## src/rtl/acc_stream_reader.sv

```systemverilog
// acc_stream_reader: host-side consumer of the accumulator storage byte stream.
// Reads bytes one at a time, spacing reads by RD_GAP cycles. Each read is acknowledged with a
// single-cycle ReadEnable pulse. Byte pairs (high byte first) become 16-bit words. Each word is
// tagged with its channel (DQD, DID, DQ, DI in rotation) and offered on a valid/ready port.
//
// Ports
//   ReadClock    clock for the whole block
//   Reset_n      asynchronous active-low reset
//   Arm          host permits a record read (sampled only while idle)
//   DataReady    storage has a record in progress or available
//   DataIn       storage byte, registered by the producer (2-cycle latency after ReadEnable)
//   ReadEnable   one-cycle pulse: current byte consumed
//   WordOut      {high byte, low byte}
//   WordChannel  0=DQD 1=DID 2=DQ 3=DI
//   WordValid    word held until WordReady
//   WordReady    host accepts on WordValid & WordReady
//   RecordDone   one-cycle pulse after the final word of a record is accepted
//   Truncated    sticky: last record aborted early; cleared at next record start
//   Busy         high whenever not idle
module acc_stream_reader #(
  parameter int unsigned RD_GAP       = 4,
  parameter int unsigned RECORD_BYTES = 1024
) (
  input  logic        ReadClock,
  input  logic        Reset_n,
  input  logic        Arm,
  input  logic        DataReady,
  input  logic [7:0]  DataIn,
  output logic        ReadEnable,
  output logic [15:0] WordOut,
  output logic [1:0]  WordChannel,
  output logic        WordValid,
  input  logic        WordReady,
  output logic        RecordDone,
  output logic        Truncated,
  output logic        Busy
);

  localparam int unsigned CntW = $clog2(RECORD_BYTES) + 1;
  localparam int unsigned GapW = $clog2(RD_GAP);
  // SETTLE lasts RD_GAP-1 cycles, so the counter stops at RD_GAP-2.
  localparam logic [GapW-1:0] GapLast = GapW'(RD_GAP - 2);
  localparam logic [CntW-1:0] RecLast = CntW'(RECORD_BYTES);

  typedef enum logic [2:0] {
    StIdle,
    StSettle,
    StSample,
    StPulse,
    StEmit,
    StDone
  } state_e;

  state_e          state_q, state_d;
  logic [GapW-1:0] gap_q, gap_d;
  logic [CntW-1:0] byte_cnt_q, byte_cnt_d;
  logic [1:0]      channel_q, channel_d;
  logic            byte_sel_q, byte_sel_d;
  logic [7:0]      hi_q, hi_d;
  logic [7:0]      lo_q, lo_d;
  logic [15:0]     word_q, word_d;
  logic            rearm_q, rearm_d;
  logic            trunc_q, trunc_d;
  logic            read_enable_q, read_enable_d;
  logic            word_valid_q, word_valid_d;
  logic            record_done_q, record_done_d;
  logic            busy_q, busy_d;

  always_comb begin
    state_d    = state_q;
    gap_d      = '0;
    byte_cnt_d = byte_cnt_q;
    channel_d  = channel_q;
    byte_sel_d = byte_sel_q;
    hi_d       = hi_q;
    lo_d       = lo_q;
    word_d     = word_q;
    rearm_d    = rearm_q;
    trunc_d    = trunc_q;

    unique case (state_q)
      StIdle: begin
        // Requiring DataReady to be seen low between records stops a lingering DataReady
        // after the final byte from launching a phantom second record.
        if (!DataReady) rearm_d = 1'b1;
        if (Arm && DataReady && rearm_q) begin
          state_d    = StSettle;
          byte_cnt_d = '0;
          channel_d  = '0;
          byte_sel_d = 1'b0;
          trunc_d    = 1'b0;
          rearm_d    = 1'b0;
        end
      end
      StSettle: begin
        if (!DataReady) begin
          trunc_d = 1'b1;
          state_d = StIdle;
        end else if (gap_q == GapLast) begin
          state_d = StSample;
        end else begin
          gap_d = gap_q + GapW'(1);
        end
      end
      StSample: begin
        if (!DataReady) begin
          trunc_d = 1'b1;
          state_d = StIdle;
        end else begin
          if (byte_sel_q) lo_d = DataIn;
          else            hi_d = DataIn;
          state_d = StPulse;
        end
      end
      StPulse: begin
        if (!DataReady) begin
          trunc_d = 1'b1;
          state_d = StIdle;
        end else begin
          byte_cnt_d = byte_cnt_q + CntW'(1);
          byte_sel_d = ~byte_sel_q;
          if (byte_sel_q) begin
            word_d  = {hi_q, lo_q};
            state_d = StEmit;
          end else begin
            state_d = StSettle;
          end
        end
      end
      StEmit: begin
        // The word is already captured, so DataReady is not checked until back in SETTLE.
        if (WordReady) begin
          channel_d = channel_q + 2'd1;
          state_d   = (byte_cnt_q == RecLast) ? StDone : StSettle;
        end
      end
      StDone: state_d = StIdle;
      default: state_d = StIdle;
    endcase

    // Outputs are registered decodes of the next state so they drop immediately on reset.
    read_enable_d = (state_d == StPulse);
    word_valid_d  = (state_d == StEmit);
    record_done_d = (state_d == StDone);
    busy_d        = (state_d != StIdle);
  end

  always_ff @(posedge ReadClock or negedge Reset_n) begin
    if (!Reset_n) begin
      state_q       <= StIdle;
      gap_q         <= '0;
      byte_cnt_q    <= '0;
      channel_q     <= '0;
      byte_sel_q    <= 1'b0;
      hi_q          <= '0;
      lo_q          <= '0;
      word_q        <= '0;
      rearm_q       <= 1'b1;
      trunc_q       <= 1'b0;
      read_enable_q <= 1'b0;
      word_valid_q  <= 1'b0;
      record_done_q <= 1'b0;
      busy_q        <= 1'b0;
    end else begin
      state_q       <= state_d;
      gap_q         <= gap_d;
      byte_cnt_q    <= byte_cnt_d;
      channel_q     <= channel_d;
      byte_sel_q    <= byte_sel_d;
      hi_q          <= hi_d;
      lo_q          <= lo_d;
      word_q        <= word_d;
      rearm_q       <= rearm_d;
      trunc_q       <= trunc_d;
      read_enable_q <= read_enable_d;
      word_valid_q  <= word_valid_d;
      record_done_q <= record_done_d;
      busy_q        <= busy_d;
    end
  end

  assign ReadEnable  = read_enable_q;
  assign WordOut     = word_q;
  assign WordChannel = channel_q;
  assign WordValid   = word_valid_q;
  assign RecordDone  = record_done_q;
  assign Truncated   = trunc_q;
  assign Busy        = busy_q;

endmodule

```

## config.mk

```make
export PLATFORM = sky130hd
export DESIGN_NAME = acc_stream_reader
export DESIGN_NICKNAME = d
export VERILOG_FILES = /design/src/rtl/acc_stream_reader.sv
export SDC_FILE = /design/constraint.sdc
export NUM_CORES = 1
export LEC_CHECK = 0
export CAP_MARGIN = 15
export CORE_ASPECT_RATIO = 0.8
export CORE_UTILIZATION = 30
export DETAILED_ROUTE_END_ITERATION = 6
export MAX_ROUTING_LAYER = met4
export SYNTH_ARGS = -nofsm -noshare
export SYNTH_HDL_FRONTEND = slang
export SYNTH_SLANG_ARGS = --single-unit
```

## constraint.sdc

```tcl
create_clock -name ReadClock -period 1.5 [get_ports ReadClock]
set_input_delay 0.375 -clock ReadClock [delete_from_list [all_inputs] [get_ports ReadClock]]
set_output_delay 0.375 -clock ReadClock [all_outputs]
set_load 0.05 [all_outputs]
```

# ---- After elaboration in Yosys (flattened, before gate mapping)
# Cells that the tools add are included.
dict set report word_totals {
  register_bits 57
  in_bits 13
  word_cells 71
}
dict set report op_classes {
  n_addsub 3
  eq_ne 14
  muxes 24
  bitwise 1
  n_reduce_logical 15
}
# operator count
set op_table {}
lappend op_table {{$mux 11} 2}
lappend op_table {{$pmux 11 s2} 1}
lappend op_table {{$mux 3} 7}
lappend op_table {{$reduce_and 3->1} 6}
lappend op_table {{$pmux 3 s5} 1}
lappend op_table {{$mux 2} 6}
lappend op_table {{$add 11x1->11 const B} 1}
lappend op_table {{$eq 11x11->1 const B} 1}
lappend op_table {{$eq 3x2->1 const B} 3}
lappend op_table {{$eq 3x3->1 const B} 3}
lappend op_table {{$ne 2x2->1 const B} 4}
lappend op_table {{$reduce_bool 2->1} 3}
lappend op_table {{$add 2x1->2 const B} 2}
lappend op_table {{$mux 1} 4}
lappend op_table {{$pmux 1 s2} 2}
lappend op_table {{$pmux 2 s2} 1}
lappend op_table {{$eq 3x1->1 const B} 1}
lappend op_table {{$logic_not 3->1} 1}
lappend op_table {{$reduce_bool 3->1} 1}
lappend op_table {{$reduce_or 3->1} 1}
lappend op_table {{$eq 2x2->1 const B} 1}
lappend op_table {{$logic_and 1x1->1} 2}
lappend op_table {{$ne 2x1->1 const B} 1}
lappend op_table {{$reduce_and 2->1} 1}
lappend op_table {{$not 1->1} 1}

# ---- Longest topological paths before layout
# Gate-level depths: netlist of run 1.
dict set report logic_depth {
  depth_word 5
  mapped_depth 6
}

# ---- Least setup slack after synthesis of run 1
# OpenSTA, ideal clock, no wires.
dict set report synth_timing {
  path_kind {reg-to-reg}
  start {register rearm_q}
  end {register byte_cnt_q[5]}
  setup_ns 0.074
  arrival_ns 1.541
  t_required_ns 1.426
  path_slack_ns -0.115
  stages_incl_launch_ff 5
  path_buffers 0
  path_cell_list {dfstp_2 > nand4bb_4 > a21o_4 > or4_4 > a21oi_2}
}
dict set report synth_via {
  elab_chain_len 3
}
# element line_no
set synth_lines {}
lappend synth_lines {{start, declared} 62} ;# logic rearm_q, rearm_d;
lappend synth_lines {{start signal, assigned} 173} ;# rearm_q <= rearm_d;
lappend synth_lines {{$logic_and 1x1->1} 86} ;# if (Arm && DataReady && rearm_q) begin
lappend synth_lines {{$ne 2x2->1 (no line)} n/a}
lappend synth_lines {{$reduce_and 3->1 (no line)} n/a}
lappend synth_lines {{end signal, assigned} 167} ;# byte_cnt_q <= byte_cnt_d;
lappend synth_lines {{end, declared} 56} ;# logic [CntW-1:0] byte_cnt_q, byte_cnt_d;
# No other way between the ends.
# A chain may end at the register's enable or synchronous reset.

# ---- Worst setup path in the final report of run 1
# Ends and elaborated chain as after synthesis.

==> flow_summary.toml, run 1 <==
[setup_path]
crit_family = "simple AND/OR/NAND/NOR gates"
cp_slowest_cell = "dfstp_2"
cp-end-kind = "flip-flop"
cp-start-kind = "flip-flop"
worstPathMaxFanout = 5
cp.arrival_ps = 1880
crit_path_max_incr_delay_ps = 570
path_cells = "nand4bb_4, a21o_4, or4_4, a21oi_2"
cp.buffers_inverters = 0
worst-setup-path-type = "flip-flop to flip-flop"
required_ps = 1780

[final_layout]
final_layout_size_suffix_gt1_share_pct = 51.0
final_cell_count_no_fill = 396
fin_util_pct = 50.2
syn_to_final_growth_pct = 61.6
final_cell_mix = "dfrtp_1 (56), buf_4 (37), buf_12 (26)"
nets = 298
antennaDiodeCount = 0
layout_commonest_cell = "dfrtp_1"

[power_and_ir_drop]
switchingPower_w = 0.000922
p_sw_share_pct = 23.8
pwr-share-comb_pct = 12.3
fin_total_pwr_w = 0.00388
vdd_ir_drop_max_uv = 476
p_int_w = 0.00295
power.share.clock_pct = 45.4
power_frac_seq_pct = 42.2
p_leak_nw = 1.81
power_density_nw_per_um2 = 968

[cts]
cts_buffers = 9
clock_path_buffers = 2
clk_latency_ps = 340
cts_tree = "built"
clkTransAtPathRegs_ps = 70
cts.sinks = 57
cts_max_level = 3
ctsHoldBuffers = 0
cts_root_buffer = "clkbuf_8"

[timing]
finalCriticalPeriod_ps = 1600
setup_viol = 13
fin_crit_sh_pct = 107
max_slew_margin_pct = 73.2
finalMaxSlewViolations = 0
layout_setup_ws_ps = -102
fmax_mhz = 624
worst_slew_pin_slew_ps = 397
finalClockSkew_ps = 2.67
finalHoldViolCount = 0
rsz0062_at_grt = "yes"

[floorplanning]
core_um2 = 7980
die_width_um = 104
dieArea_um2 = 8640
io-pin-count = 36
dieHeight_um = 83.3
rows = 29
start_util_pct = 31.1

[flow_run]
maxCapViolations = 0

[grt]
grt_max_degree = 58
grt_overflow = 0
antenna_found_initial = 0
grt_usage_pct = 14.5
grt_pass1_vias = 1911
grt_pass1_wl_um = 9380

[synth]
synthFlopType = "dfrtp_1"
synth_cells = 195
syn_nets = 210
synthMuxAreaShare_pct = 14.9
synth-simple-area-share_pct = 15.1
postSynthAreaPerCell_um2 = 12.7
async_flop_share_pct = 100
synth_compound_area_share_pct = 6.51
synth_warnings = 0
synth_fa_ha_area_share_pct = 1.01
synth_cell_types = 43
synth-edff-count = 0
synth_area_um2 = 2480
ys_ff_latch = 57
synth_top_family_by_area = "simple AND/OR/NAND/NOR gates"
synth_xor_area_share_pct = 2.47
ys_seq_area_share_pct = 57.6

[drt]
wirelength_um = 5730
ant_nets = 0
first_pass_iters = 4
viasPerCell = 4.75
drt_iter0_drc = 101
wire_per_inst_um = 14.5
vias = 1880
drc = 0

[place]
port_buffers = 35
place.gp.congestion = 0.789
dp.cells = 369
dpl_worst_slack_ps = -644
hpwl_um = 3620

[outcome]
failed_checks = "negative setup slack"
status = "finished, violations left"

[worst_hold_path]
min_path_type = "input port to asynchronous set/reset pin"
-- state kept, by name, summed over array words and instances, names as in the netlist --
register     count
WordValid        1
Busy             1
RecordDone       1
WordChannel      2
hi_q             8
state_q          3
WordOut         16
byte_sel_q       1
gap_q            2
ReadEnable       1
rearm_q          1
lo_q             8
Truncated        1
byte_cnt_q      11
-- cell families after synthesis --
logic type / after synthesis
AOI/OAI and AO/OA: 22
xor gates and xnor gates: 7
adders and majority gates: 2
buffers and inverters: 13
DFF: 57
muxes: 33
and+or+nand+nor: 61
-- final timing paths --
kind | startpoint | endpoint | slack [ps] | cells after the start
setup / recovery | rearm_q$_DFFE_PN1P_ | byte_cnt_q[5]$_DFFE_PN0P_ | -100 | 4
hold / removal | Reset_n | Truncated$_DFFE_PN0P_ | 5 | 2
setup reg to reg | rearm_q$_DFFE_PN1P_ | byte_cnt_q[5]$_DFFE_PN0P_ | -100 | 4
hold reg to reg | gap_q[0]$_DFF_PN0_ | gap_q[0]$_DFF_PN0_ | 480 | 1
max in group asynchronous | Reset_n | rearm_q$_DFFE_PN1P_ | 1170 | 2
min in group ReadClock | gap_q[0]$_DFF_PN0_ | gap_q[0]$_DFF_PN0_ | 480 | 1
-- final cells by class --
class	instances	area [µm²]
multi-input combinational	125	1170
sequential	57	1430
tap	108	135
fill	691	3980
clock buffer	9	124
timing repair buffer	83	1000
inverter	7	26.3
clock inverter	7	119
-- routing by layer --
metal	wire, µm	track usage [%]	up-vias
li1	-	-	892
met1	2600	18.1	926
met2	2750	21.5	51
met3	304	5.49	11
met4	76	5.32	0
met5	0	-	-
-- power by group through the flow --
stage	clock network [W]	logic, W	registers, W
2_1_floorplan	0	0.000115	0.00170
3_3_place_gp	0	0.000390	0.00166
3_5_place_dp	0	0.000396	0.00166
4_1_cts	0.00182	0.000445	0.00164
5_1_grt	0.00189	0.000508	0.00164
6_report	0.00176	0.000478	0.00164
-- timing repair --
| action | in CTS | in global routing |
|---|---|---|
| pin swaps | 8 | 11 |
| gates resized for setup | 27 | 26 |
| setup endpoints to repair | 48 | 48 |
| buffers inserted | 7 | 4 |
-- metrics by stage --
| step | hold slack, ps | TNS [ps] | cell area (µm²) |
|---|---|---|---|
| floorplan | 79.4 | -149 | 2490 |
| global placement | 398 | -21810 | 3480 |
| detailed placement | 403 | -22520 | 3480 |
| CTS | 21.6 | -424 | 3870 |
| global route | 27.4 | -1970 | 4010 |
| finish | 5.11 | -377 | 4010 |
-- synthesized netlist by cell type (all sizes together) (3+ instances only) --
cell | n | area [µm²]
xnor2 | 6 | 52.6
a21oi | 3 | 18.8
nand2b | 4 | 25.0
nor4 | 3 | 18.8
inv | 7 | 26.3
nand3 | 8 | 40.0
nand4 | 5 | 31.3
a2111oi | 4 | 35.0
dfrtp | 56 | 1400
buf | 4 | 26.3
mux2 | 32 | 360
nand2 | 10 | 40.0
nor2 | 12 | 47.6
o21ai | 6 | 30.0
nor3 | 4 | 31.3
o31ai | 3 | 22.5
Note: power is estimated with default switching activity, not from simulation.
==> run 2: changes to the inputs <==
- CORE_ASPECT_RATIO: 0.8 -> unset
==> flow_summary.toml, run 2 (same netlist as run 1, synthesis figures left out) <==
[cts]
cts_tree = "built"
cts_max_level = 3
ctsHoldBuffers = 0
clk_latency_ps = 330
cts_buffers = 9
clkTransAtPathRegs_ps = 70
cts_root_buffer = "clkbuf_8"
clock_path_buffers = 2
cts.sinks = 57

[final_layout]
syn_to_final_growth_pct = 57.9
final_layout_size_suffix_gt1_share_pct = 49.5
nets = 287
largest_register_ff_count = 16
final_cell_mix = "dfrtp_1 (52), buf_4 (31), buf_12 (27)"
antennaDiodeCount = 0
nFillCells = 703
layout_commonest_cell = "dfrtp_1"
final_cell_count_no_fill = 379

[timing]
worst_slew_pin_slew_ps = 304
max_slew_margin_pct = 79.7
layout_setup_ws_ps = -93.1
fmax_mhz = 628
rsz0062_at_grt = "yes"
fin_crit_sh_pct = 106
setup_viol = 6
timing.hold.ws_ps = 34.9
finalClockSkew_ps = 7.76
finalHoldViolCount = 0
finalMaxSlewViolations = 0
finalCriticalPeriod_ps = 1590

[place]
hpwl_um = 3490
dpl_worst_slack_ps = -544
dp.cells = 357
place.gp.congestion = 0.766
port_buffers = 35

[floorplanning]
io-pin-count = 36
dieHeight_um = 92.9
core_um2 = 7850
die_width_um = 92.9
rows = 32
dieArea_um2 = 8630
start_util_pct = 31.6

[power_and_ir_drop]
power_density_nw_per_um2 = 935
p_leak_nw = 1.72
vdd_ir_drop_max_uv = 743

[setup_path]
r2r_start = "state_q[0]$_DFF_PN0_"
crit_family = "simple AND/OR/NAND/NOR gates"
cp.buffers_inverters = 0
path_cells = "nand4bb_4, a21o_4, or4_4, a21oi_2"
r2r_setup_slack_ps = -90
reg2reg_depth = 4
worstPathMaxFanout = 6
reg2reg_to = "byte_cnt_q[5]$_DFFE_PN0P_"
cp-end-kind = "flip-flop"
crit_path_max_incr_delay_ps = 450
required_ps = 1760
cp-start-kind = "flip-flop"
worst-setup-path-type = "flip-flop to flip-flop"
cp.arrival_ps = 1850
cp_slowest_cell = "dfrtp_2"

[grt]
grt_pass1_wl_um = 8680
grt_max_degree = 58
grt_pass1_vias = 1834
grt_overflow = 0
antenna_found_initial = 0
grt_usage_pct = 13.5

[drt]
viasPerCell = 4.80
ant_nets = 0
drc = 0
first_pass_iters = 4
wire_per_inst_um = 14.2
drt_iter0_drc = 60
wirelength_um = 5380
vias = 1819

[outcome]
failed_checks = "negative setup slack"
status = "finished, violations left"

[flow_run]
maxCapViolations = 0

[worst_hold_path]
min_path_type = "input port to asynchronous set/reset pin"
[run 2: cell count changes in the layout (fill, tap and decap cells not counted), moves of 2 or more]
cell	delta
o21ai_1	-3
nand2_1	+2
a2111oi_2	-2
dfrtp_1	-4
a2111oi_4	+2
nand2_2	-2
dfrtp_2	+4
clkinvlp_4	-2
buf_6	-6
o21ai_0	+4
buf_4	-6
[run 2: layout make-up]
cell class / instances / area [µm²] / share of cell area (%)
clock buffer: 11 / 141 / 3.61
clock inverter: 5 / 78.8 / 2.01
inverter: 7 / 26.3 / 0.671
tap: 102 / 128 / 3.26
sequential: 57 / 1430 / 36.6
multi-input combinational: 125 / 1200 / 30.7
timing repair buffer: 72 / 908 / 23.2
[run 2: report_power, final]
group / internal (W) / total [W] / switching (W)
combinational: 0.000235 / 0.000438 / 0.000203
sequential: 0.00159 / 0.00164 / 0.0000444
clock: 0.000978 / 0.00159 / 0.000607
total: 0.00281 / 0.00366 / 0.000855
[run 2: per-layer routing]
layer / wire (µm) / global-route usage, % / up-vias
li1: - / - / 852
met1: 2410 / 16.8 / 926
met2: 2650 / 20.8 / 37
met3: 293 / 5.34 / 4
met4: 27 / 2.69 / 0
met5: 0 / - / -
[run 2: worst reg2reg max path, stage by stage (launching register included)]
cell,delay [ps]
dfrtp_2,450
nand4bb_4,280
a21o_4,230
or4_4,420
a21oi_2,150
[run 2: what timing repair did]
item,4_1_cts,5_1_grt
pin swaps,16,5
resized for setup,24,24
setup buffers,5,1
setup endpoints to repair,45,29
[run 2: worst max path at each step]
stage / from / to / slack [ps] / depth (start not counted)
after global routing: state_q[0]$_DFF_PN0_ / byte_cnt_q[5]$_DFFE_PN0P_ / -160 / 5
after global placement: DataReady / byte_cnt_q[8]$_DFFE_PN0P_ / -560 / 5
after floorplan: rearm_q$_DFFE_PN1P_ / byte_cnt_q[5]$_DFFE_PN0P_ / -70 / 4
final: state_q[0]$_DFF_PN0_ / byte_cnt_q[5]$_DFFE_PN0P_ / -90 / 4
after CTS: state_q[1]$_DFF_PN0_ / byte_cnt_q[5]$_DFFE_PN0P_ / -60 / 4
after detailed placement: DataReady / byte_cnt_q[10]$_DFFE_PN0P_ / -540 / 5
[run 2: stage by stage]
step                      total power, W  area, µm²  util (%)  TNS (ps)
after CTS                        0.00368       3800      48.4      -227
after global placement           0.00203       3420      43.6    -22230
final                            0.00366       3920      49.9      -158
after detailed placement         0.00204       3420      43.6    -22700
after floorplan                  0.00182       2490         -      -149
after global routing             0.00381       3920      49.9      -768
==> run 3: changes to the inputs <==
--- a/constraint.sdc
+++ b/constraint.sdc
@@ -3,2 +3,2 @@
 set_output_delay 0.375 -clock ReadClock [all_outputs]
-set_load 0.05 [all_outputs]
+set_load 0.01 [all_outputs]
==> flow_summary.toml, run 3 (same netlist as run 1, synthesis figures left out) <==
[timing]
fin_crit_sh_pct = 107
timing.hold.ws_ps = 473
fmax_mhz = 624
setup_viol = 29
layout_setup_ws_ps = -102
rsz0062_at_grt = "yes"
finalHoldViolCount = 0
worst_slew_pin_slew_ps = 366
finalCriticalPeriod_ps = 1600
finalMaxSlewViolations = 0
max_slew_margin_pct = 75.6
finalClockSkew_ps = 4.60

[grt]
grt_max_degree = 22
grt_overflow = 0
grt_pass1_wl_um = 8920
grt_usage_pct = 14.0
grt_pass1_vias = 1872
antenna_found_initial = 0

[floorplanning]
start_util_pct = 31.6
rows = 32
io-pin-count = 36
dieHeight_um = 92.9
dieArea_um2 = 8630
core_um2 = 7850
die_width_um = 92.9

[cts]
clkTransAtPathRegs_ps = 70
cts_tree = "built"
cts_buffers = 9
clock_path_buffers = 2
cts.sinks = 57
cts_root_buffer = "clkbuf_8"
clk_latency_ps = 340
cts_max_level = 3

[place]
hpwl_um = 3670
place_area_um2 = 3220
port_buffers = 35
dp.cells = 361
place.gp.congestion = 0.766
dpl_worst_slack_ps = -590

[drt]
vias = 1853
wire_per_inst_um = 14.3
wirelength_um = 5620
ant_nets = 0
drt_iter0_drc = 59
viasPerCell = 4.73
drc = 0
first_pass_iters = 4

[power_and_ir_drop]
power_density_nw_per_um2 = 871
p_leak_nw = 1.76
pwr-share-comb_pct = 10.7
power_frac_seq_pct = 50.4
power.share.clock_pct = 38.9
p_int_w = 0.00241
vdd_ir_drop_max_uv = 634
p_sw_share_pct = 25.3
switchingPower_w = 0.000817
fin_total_pwr_w = 0.00323

[flow_run]
maxCapViolations = 0

[outcome]
failed_checks = "negative setup slack"
status = "finished, violations left"

[final_layout]
largest_register_ff_count = 16
final_layout_size_suffix_gt1_share_pct = 41.4
fin_area_um2 = 3700
syn_to_final_growth_pct = 49.3
final_cell_count_no_fill = 392
antennaDiodeCount = 0
nets = 301
final_cell_mix = "dfrtp_1 (55), buf_4 (43), dlygate4sd2_1 (25)"
layout_commonest_cell = "dfrtp_1"

[worst_hold_path]
min_path_type = "input port to asynchronous set/reset pin"

[setup_path]
required_ps = 1720
r2r_setup_slack_ps = -100
cp.arrival_ps = 1830
worst-setup-path-type = "flip-flop to flip-flop"
cp-start-kind = "flip-flop"
cp-end-kind = "flip-flop"
worstPathMaxFanout = 6
reg2reg_depth = 5
reg2reg_to = "byte_cnt_q[8]$_DFFE_PN0P_"
r2r_start = "state_q[0]$_DFF_PN0_"
==> run 3: final cells by class <==
class	count	area [µm²]
Fill cell	744	4140
Sequential cell	57	1430
Multi-Input combinational cell	125	1180
Timing Repair Buffer	86	766
Clock buffer	10	138
Tap cell	102	128
Clock inverter	5	32.5
Inverter	7	26.3
==> run 3: per-stage QoR <==
step | setup TNS [ps] | util [%]
2_1_floorplan | -149 | -
3_3_place_gp | -21970 | 41.1
3_5_place_dp | -22200 | 41.1
4_1_cts | -674 | 44.7
5_1_grt | -4010 | 47.2
6_report | -1510 | 47.2
==> run 3: repair_timing <==
item | in CTS | in global routing
hold buffers | 1 | 0
gates resized for setup | 42 | 28
endpoints found under the setup margin | 67 | 46
buffers inserted | 7 | 7
endpoints found under the hold margin | 11 | 0
gates cloned | 0 | 1
pin swaps | 8 | 11
==> run 3: worst max-delay path, cell delays in order, from the launching register on <==
cell       delay (ps)
dfrtp_2           440
nand4bb_4         300
buf_4             190
a2111oi_4         350
xnor2_1           150
nor2_1             60
==> run 3: how the worst max path moves through the flow <==
stage / startpoint / to / slack [ps] / cells after the start
final: state_q[0]$_DFF_PN0_ / byte_cnt_q[8]$_DFFE_PN0P_ / -100 / 5
after global routing: state_q[0]$_DFF_PN0_ / byte_cnt_q[8]$_DFFE_PN0P_ / -170 / 5
after CTS: rearm_q$_DFFE_PN1P_ / byte_cnt_q[5]$_DFFE_PN0P_ / -120 / 4
after detailed placement: DataReady / byte_cnt_q[8]$_DFFE_PN0P_ / -590 / 5
after global placement: DataReady / byte_cnt_q[10]$_DFFE_PN0P_ / -530 / 5
after floorplan: rearm_q$_DFFE_PN1P_ / byte_cnt_q[5]$_DFFE_PN0P_ / -70 / 4
==> run 3: power groups by stage <==
stage                     Sequential (W)  Combinational, W  Clock [W]
after floorplan                  0.00165          0.000115          0
after global placement           0.00165          0.000296          0
after detailed placement         0.00165          0.000299          0
after CTS                        0.00163          0.000317    0.00129
after global routing             0.00163          0.000380    0.00136
final                            0.00163          0.000345    0.00126
==> run 3: metal layers <==
| layer | up-vias | global-route usage [%] | part of all wire, % |
|---|---|---|---|
| met5 | - | - | 0 |
| met4 | 0 | 5.38 | 1.4 |
| met3 | 8 | 5.42 | 5.5 |
| met2 | 42 | 21.5 | 47 |
| met1 | 922 | 16.6 | 46 |
| li1 | 881 | - | - |
